==> src/rtl/enemy_bullet_arbiter.sv <==
// Purpose : binds requesting enemy tanks (round-robin) to free bullet engines and tracks slot ownership.
// Latency : 1 cycle from a sampled eligible request to the registered grant/launch pulse.
// Backpr. : requests wait while every slot is busy; a request dropped before its grant is lost.
//
// Ports:
//   clk, rst_n  - clock, asynchronous active-low reset
//   enable      - game running; low clears all state synchronously and blocks grants/releases
//   fire_req    - per-tank level request
//   slot_done   - per-slot 1-cycle "bullet finished" pulse
//   grant       - one-hot pulse, tank granted
//   launch      - one-hot pulse, bullet engine to start (same cycle as grant)
//   launch_tid  - index of the last granted tank
//   slot_busy   - slot holds a live bullet
//   tank_live   - tank has a live bullet
module enemy_bullet_arbiter #(
    parameter int N_TANK   = 4,
    parameter int N_SLOT   = 4,
    parameter int COOLDOWN = 25000000,
    parameter int CD_W     = 25
) (
    input  logic              clk,
    input  logic              rst_n,
    input  logic              enable,
    input  logic [N_TANK-1:0] fire_req,
    input  logic [N_SLOT-1:0] slot_done,
    output logic [N_TANK-1:0] grant,
    output logic [N_SLOT-1:0] launch,
    output logic [2:0]        launch_tid,
    output logic [N_SLOT-1:0] slot_busy,
    output logic [N_TANK-1:0] tank_live
);

    localparam int PTR_W = (N_TANK > 1) ? $clog2(N_TANK) : 1;
    // The grant edge itself counts as the first cooldown cycle, so the next grant
    // to the same tank can land exactly COOLDOWN edges after the previous one.
    localparam logic [CD_W-1:0] CD_LOAD = (COOLDOWN > 0) ? CD_W'(COOLDOWN - 1) : '0;

    logic [N_TANK-1:0] grant_q,     grant_d;
    logic [N_SLOT-1:0] launch_q,    launch_d;
    logic [2:0]        tid_q,       tid_d;
    logic [N_SLOT-1:0] busy_q,      busy_d;
    logic [N_TANK-1:0] live_q,      live_d;
    logic [PTR_W-1:0]  rr_q,        rr_d;
    logic [CD_W-1:0]   cd_q    [N_TANK];
    logic [CD_W-1:0]   cd_d    [N_TANK];
    logic [2:0]        owner_q [N_SLOT];
    logic [2:0]        owner_d [N_SLOT];

    logic [N_TANK-1:0] elig;
    logic              win_vld;
    logic [2:0]        win_tid;
    logic [N_TANK-1:0] win_oh;
    logic [PTR_W-1:0]  win_next;
    logic              slot_vld;
    int                slot_sel;
    logic [N_SLOT-1:0] slot_oh;
    logic              do_grant;
    logic [N_SLOT-1:0] rel;
    logic [N_TANK-1:0] tank_clr;

    // Eligibility is judged on pre-edge state only.
    always_comb begin
        elig = '0;
        for (int t = 0; t < N_TANK; t++) begin
            elig[t] = enable && fire_req[t] && !live_q[t] && (cd_q[t] == '0);
        end
    end

    // Round-robin search starting at rr_q, wrapping modulo N_TANK.
    always_comb begin
        int idx;
        int nxt;
        idx      = 0;
        nxt      = 0;
        win_vld  = 1'b0;
        win_tid  = '0;
        win_oh   = '0;
        win_next = '0;
        for (int k = 0; k < N_TANK; k++) begin
            idx = int'(rr_q) + k;
            if (idx >= N_TANK) idx = idx - N_TANK;
            if (!win_vld && elig[idx]) begin
                win_vld     = 1'b1;
                win_tid     = 3'(idx);
                win_oh[idx] = 1'b1;
                nxt         = idx + 1;
                if (nxt >= N_TANK) nxt = 0;
                win_next    = PTR_W'(nxt);
            end
        end
    end

    // Lowest-index free slot.
    always_comb begin
        slot_vld = 1'b0;
        slot_sel = 0;
        slot_oh  = '0;
        for (int s = 0; s < N_SLOT; s++) begin
            if (!slot_vld && !busy_q[s]) begin
                slot_vld    = 1'b1;
                slot_sel    = s;
                slot_oh[s]  = 1'b1;
            end
        end
    end

    assign do_grant = win_vld && slot_vld;

    // Releases only act on slots that are actually busy; several may retire at once.
    always_comb begin
        rel      = enable ? (slot_done & busy_q) : '0;
        tank_clr = '0;
        for (int t = 0; t < N_TANK; t++) begin
            for (int s = 0; s < N_SLOT; s++) begin
                if (rel[s] && (owner_q[s] == 3'(t))) tank_clr[t] = 1'b1;
            end
        end
    end

    always_comb begin
        grant_d  = do_grant ? win_oh  : '0;
        launch_d = do_grant ? slot_oh : '0;
        tid_d    = do_grant ? win_tid : tid_q;
        rr_d     = do_grant ? win_next : rr_q;
        // A freshly granted slot/tank was free pre-edge, so set and clear never overlap.
        busy_d   = (busy_q & ~rel) | launch_d;
        live_d   = (live_q & ~tank_clr) | grant_d;
        for (int t = 0; t < N_TANK; t++) begin
            if (grant_d[t])           cd_d[t] = CD_LOAD;
            else if (cd_q[t] != '0)   cd_d[t] = cd_q[t] - CD_W'(1);
            else                      cd_d[t] = cd_q[t];
        end
        for (int s = 0; s < N_SLOT; s++) begin
            owner_d[s] = owner_q[s];
        end
        if (do_grant) owner_d[slot_sel] = win_tid;

        // Game not running: everything returns to the post-reset state.
        if (!enable) begin
            grant_d  = '0;
            launch_d = '0;
            tid_d    = '0;
            rr_d     = '0;
            busy_d   = '0;
            live_d   = '0;
            for (int t = 0; t < N_TANK; t++) cd_d[t]    = '0;
            for (int s = 0; s < N_SLOT; s++) owner_d[s] = '0;
        end
    end

    always_ff @(posedge clk or negedge rst_n) begin
        if (!rst_n) begin
            grant_q  <= '0;
            launch_q <= '0;
            tid_q    <= '0;
            rr_q     <= '0;
            busy_q   <= '0;
            live_q   <= '0;
            for (int t = 0; t < N_TANK; t++) cd_q[t]    <= '0;
            for (int s = 0; s < N_SLOT; s++) owner_q[s] <= '0;
        end else begin
            grant_q  <= grant_d;
            launch_q <= launch_d;
            tid_q    <= tid_d;
            rr_q     <= rr_d;
            busy_q   <= busy_d;
            live_q   <= live_d;
            for (int t = 0; t < N_TANK; t++) cd_q[t]    <= cd_d[t];
            for (int s = 0; s < N_SLOT; s++) owner_q[s] <= owner_d[s];
        end
    end

    assign grant      = grant_q;
    assign launch     = launch_q;
    assign launch_tid = tid_q;
    assign slot_busy  = busy_q;
    assign tank_live  = live_q;

endmodule

==> config.mk <==
export PLATFORM = sky130hd
export DESIGN_NAME = enemy_bullet_arbiter
export DESIGN_NICKNAME = d
export VERILOG_FILES = /design/src/rtl/enemy_bullet_arbiter.sv
export SDC_FILE = /design/constraint.sdc
export NUM_CORES = 1
export LEC_CHECK = 0
export BUFFER_PORTS_ARGS = -buffer_cell sky130_fd_sc_hd__buf_4
export CORE_AREA = 2 2 122 147
export CTS_CLUSTER_DIAMETER = 80
export DETAILED_ROUTE_END_ITERATION = 8
export DIE_AREA = 0 0 124 149
export PLACE_DENSITY = 0.74
export SKIP_CTS_REPAIR_TIMING = 1
export SLEW_MARGIN = 15
export SYNTH_ARGS = -nofsm -noshare
export SYNTH_HDL_FRONTEND = slang
export SYNTH_SLANG_ARGS = --single-unit
==> constraint.sdc <==
create_clock -name clk -period 2.93 [get_ports clk]
set_input_delay 0.293 -clock clk [delete_from_list [all_inputs] [get_ports clk]]
set_output_delay 0.293 -clock clk [all_outputs]
set_load 0.05 [all_outputs]
==> reports/metrics.csv <==
metric,value,unit
outcome,"finished, violations left",
violations,negative setup slack,
dieArea,0.0185,sq mm
skew,0.00746,ns
crit_path_end_kind,register,
grt_use_met2,40.0,%
viasPerCell,5.58,
vdd_drop_max,0.553,mV
finalHoldViolCount,0,
ant_nets,0,
power_density,1090,mW/mm^2
arrival,3.39,ns
fin_crit_sh,105,%
slew_headroom,46.7,%
met3_usage,4.43,%
hold_depth,2,
synth.distinct_cells,75,
max_freq,325,MHz
drt_iter0_markers,397,
synth_top_area_cell,dfrtp_1,
numPortBuffers,29,
rr_endpoint,cd_q[6],
finalSetupViolations,92,
pwr-share-clk,18.6,%
synth_edf_count,0,
r2r_cells,11,
cp.required,3.25,ns
combPwrFrac,56.3,%
grt-ovfl-total,0,
antenna_found_initial,0,
path_max_fanout,8,
synth-seq-cells,133,
syn_inst,859,
min_period,3.08,ns
ios,30,
grt_pass1_vias,7096,
worst_setup_path_start_kind,register,
utilization,60.9,%
async_flop_share,100,%
start_util,44.8,%
die_w,124,um
layout-drive-gt1-share,29.9,%
yosysMostFrequentCell,nand2_1,
switching_share,41.5,%
wire_per_inst,16.1,um
maxCapViolCount,0,
ctsRootBufferMaster,clkbuf_16,
synthesis.area,0.00772,sq mm
vias,7239,
synth_common_cells,"nand2_1, dfrtp_1, nor2_1",
synth_seq_area_share,43.1,%
num_rows,53,
p_switching,4.76,mW
syn_avg_cell_area,8.99,sq um
p_int,6.70,mW
drt_wl_total,20.9,mm
total_leakage_power,5.32,nW
syn_to_final_growth,36.0,%
grt_pass1_wl,33.5,mm
grt_start_max_net_pins,87,
grt_use_met1,27.7,%
cts_htree_levels,4,
fin_tns_setup,-6.51,ns
min_from,slot_done[3],
numCtsBuffers,17,
coreArea,0.0172,sq mm
crit_type,register to register,
synthTopCellsByArea,"dfrtp_1, nand2_1, xor2_1",
firstDrtPassIters,6,
whs_endpoint,slot_busy[3],
clock_path_buffers,2,
power.share.sequential,25.1,%
cts_tree,built,
gp_congestion,0.894,
drc,0,
die-height,149,um
r2r_start,cd_q[60],
finalPower,11.5,mW
synthFlopType,dfrtp_1,
synth_top_area_share,43.1,%
reg2reg_slack,-0.15,ns
syn_nets,886,
worst_slew_pin_slew,0.800,ns
gr-max-usage-layer,met2,
worstSkewPairLatency,0.43,ns
fin_nets,1091,
clk_pin_slew,0.06,ns
diodes,0,
rsz0062_at_grt,true,
slew_viol_final,0,
grtUsageTotal,23.2,%
numClockSinks,133,
yosysWarnings,0,
hp-class,input pin to register,
setup_ws,-0.145,ns
dp_hpwl,14.6,mm
[cell usage in the layout (no fill, tap or decap), types with 15 or more instances in the layout]
| master | instances |
|---|---|
| and3_1 | 15 |
| buf_4 | 200 |
| clkbuf_16 | 17 |
| dfrtp_1 | 133 |
| ha_1 | 16 |
| inv_1 | 21 |
| nand2_1 | 169 |
| nand3_1 | 40 |
| nand4_1 | 20 |
| nor2_1 | 54 |
| nor3_1 | 38 |
| nor4_1 | 25 |
| o21ai_0 | 24 |
| or3_1 | 15 |
| xnor2_1 | 33 |
| xor2_1 | 46 |
[worst max path at each step]
| stage | start | endpoint | slack, ns | depth (start not counted) |
|---|---|---|---|---|
| 6_report | cd_q[60] | cd_q[6] | -0.15 | 11 |
| 5_1_grt | cd_q[60] | cd_q[75] | -0.26 | 11 |
| 4_1_cts | cd_q[75] | cd_q[75] | -0.33 | 13 |
| 3_5_place_dp | cd_q[42] | cd_q[75] | -0.20 | 11 |
| 3_3_place_gp | cd_q[42] | cd_q[75] | -0.15 | 11 |
| 2_1_floorplan | cd_q[39] | cd_q[75] | -0.03 | 11 |
[per-stage QoR]
| step | cell area, sq um | hold slack, ns | worst slack (ns) | instances |
|---|---|---|---|---|
| final | 10500 | 0.0545 | -0.145 | 1297 |
| after global routing | 10500 | 0.0452 | -0.255 | 1297 |
| after CTS | 10100 | -0.0457 | -0.335 | 1284 |
| after detailed placement | 9500 | 0.413 | -0.202 | 1252 |
| after global placement | 9500 | 0.409 | -0.146 | 1252 |
| after floorplan | 7780 | -0.00259 | -0.0274 | 859 |
[power groups by stage]
stage	clock [mW]	sequential, mW	combinational, mW
after floorplan	0	2.94	3.47
after global placement	0	2.85	5.70
after detailed placement	0	2.87	5.81
after CTS	2.17	2.85	5.89
after global routing	2.26	2.96	7.04
final	2.13	2.88	6.45
[metal layers]
metal	part of all wire (%)	vias up
met2	51	164
met3	3.6	65
met1	42	3530
met4	3.8	0
li1	-	3480
met5	0	-
[cells by family after synthesis]
logic type / after synthesis / share of synthesized area (%)
flops: 133 / 43.1
buf+inv: 51 / 2.96
simple gates: 463 / 30.1
xor+xnor: 79 / 8.96
fa+ha+maj: 16 / 2.59
mux: 9 / 1.25
compound gates: 108 / 11.0
[critical path: stages, from the launching register on]
cell and delay, ns:
dfrtp_1 0.38, or3_4 0.39, or4_4 0.56, buf_8 0.16
o32ai_4 0.12, or3b_4 0.46, a211oi_1 0.31, buf_4 0.18
o41ai_4 0.08, buf_4 0.16, nand2_4 0.10, nor2_1 0.07
[flip-flops by register name, summed over array words and instances (netlist names)]
register    cells
rr_q            2
tank_live       4
owner_q        12
grant           4
launch          4
slot_busy       4
cd_q          100
launch_tid      3
[final cells by class]
class                           count  area [sq um]
Inverter                           25          93.8
Clock buffer                       17           425
Timing Repair Buffer              212          1690
Sequential cell                   133          3330
Fill cell                        1442          6740
Tap cell                          220           275
Multi-Input combinational cell    675          4530
Clock inverter                     15           166
(Power assumes the default switching activity.)
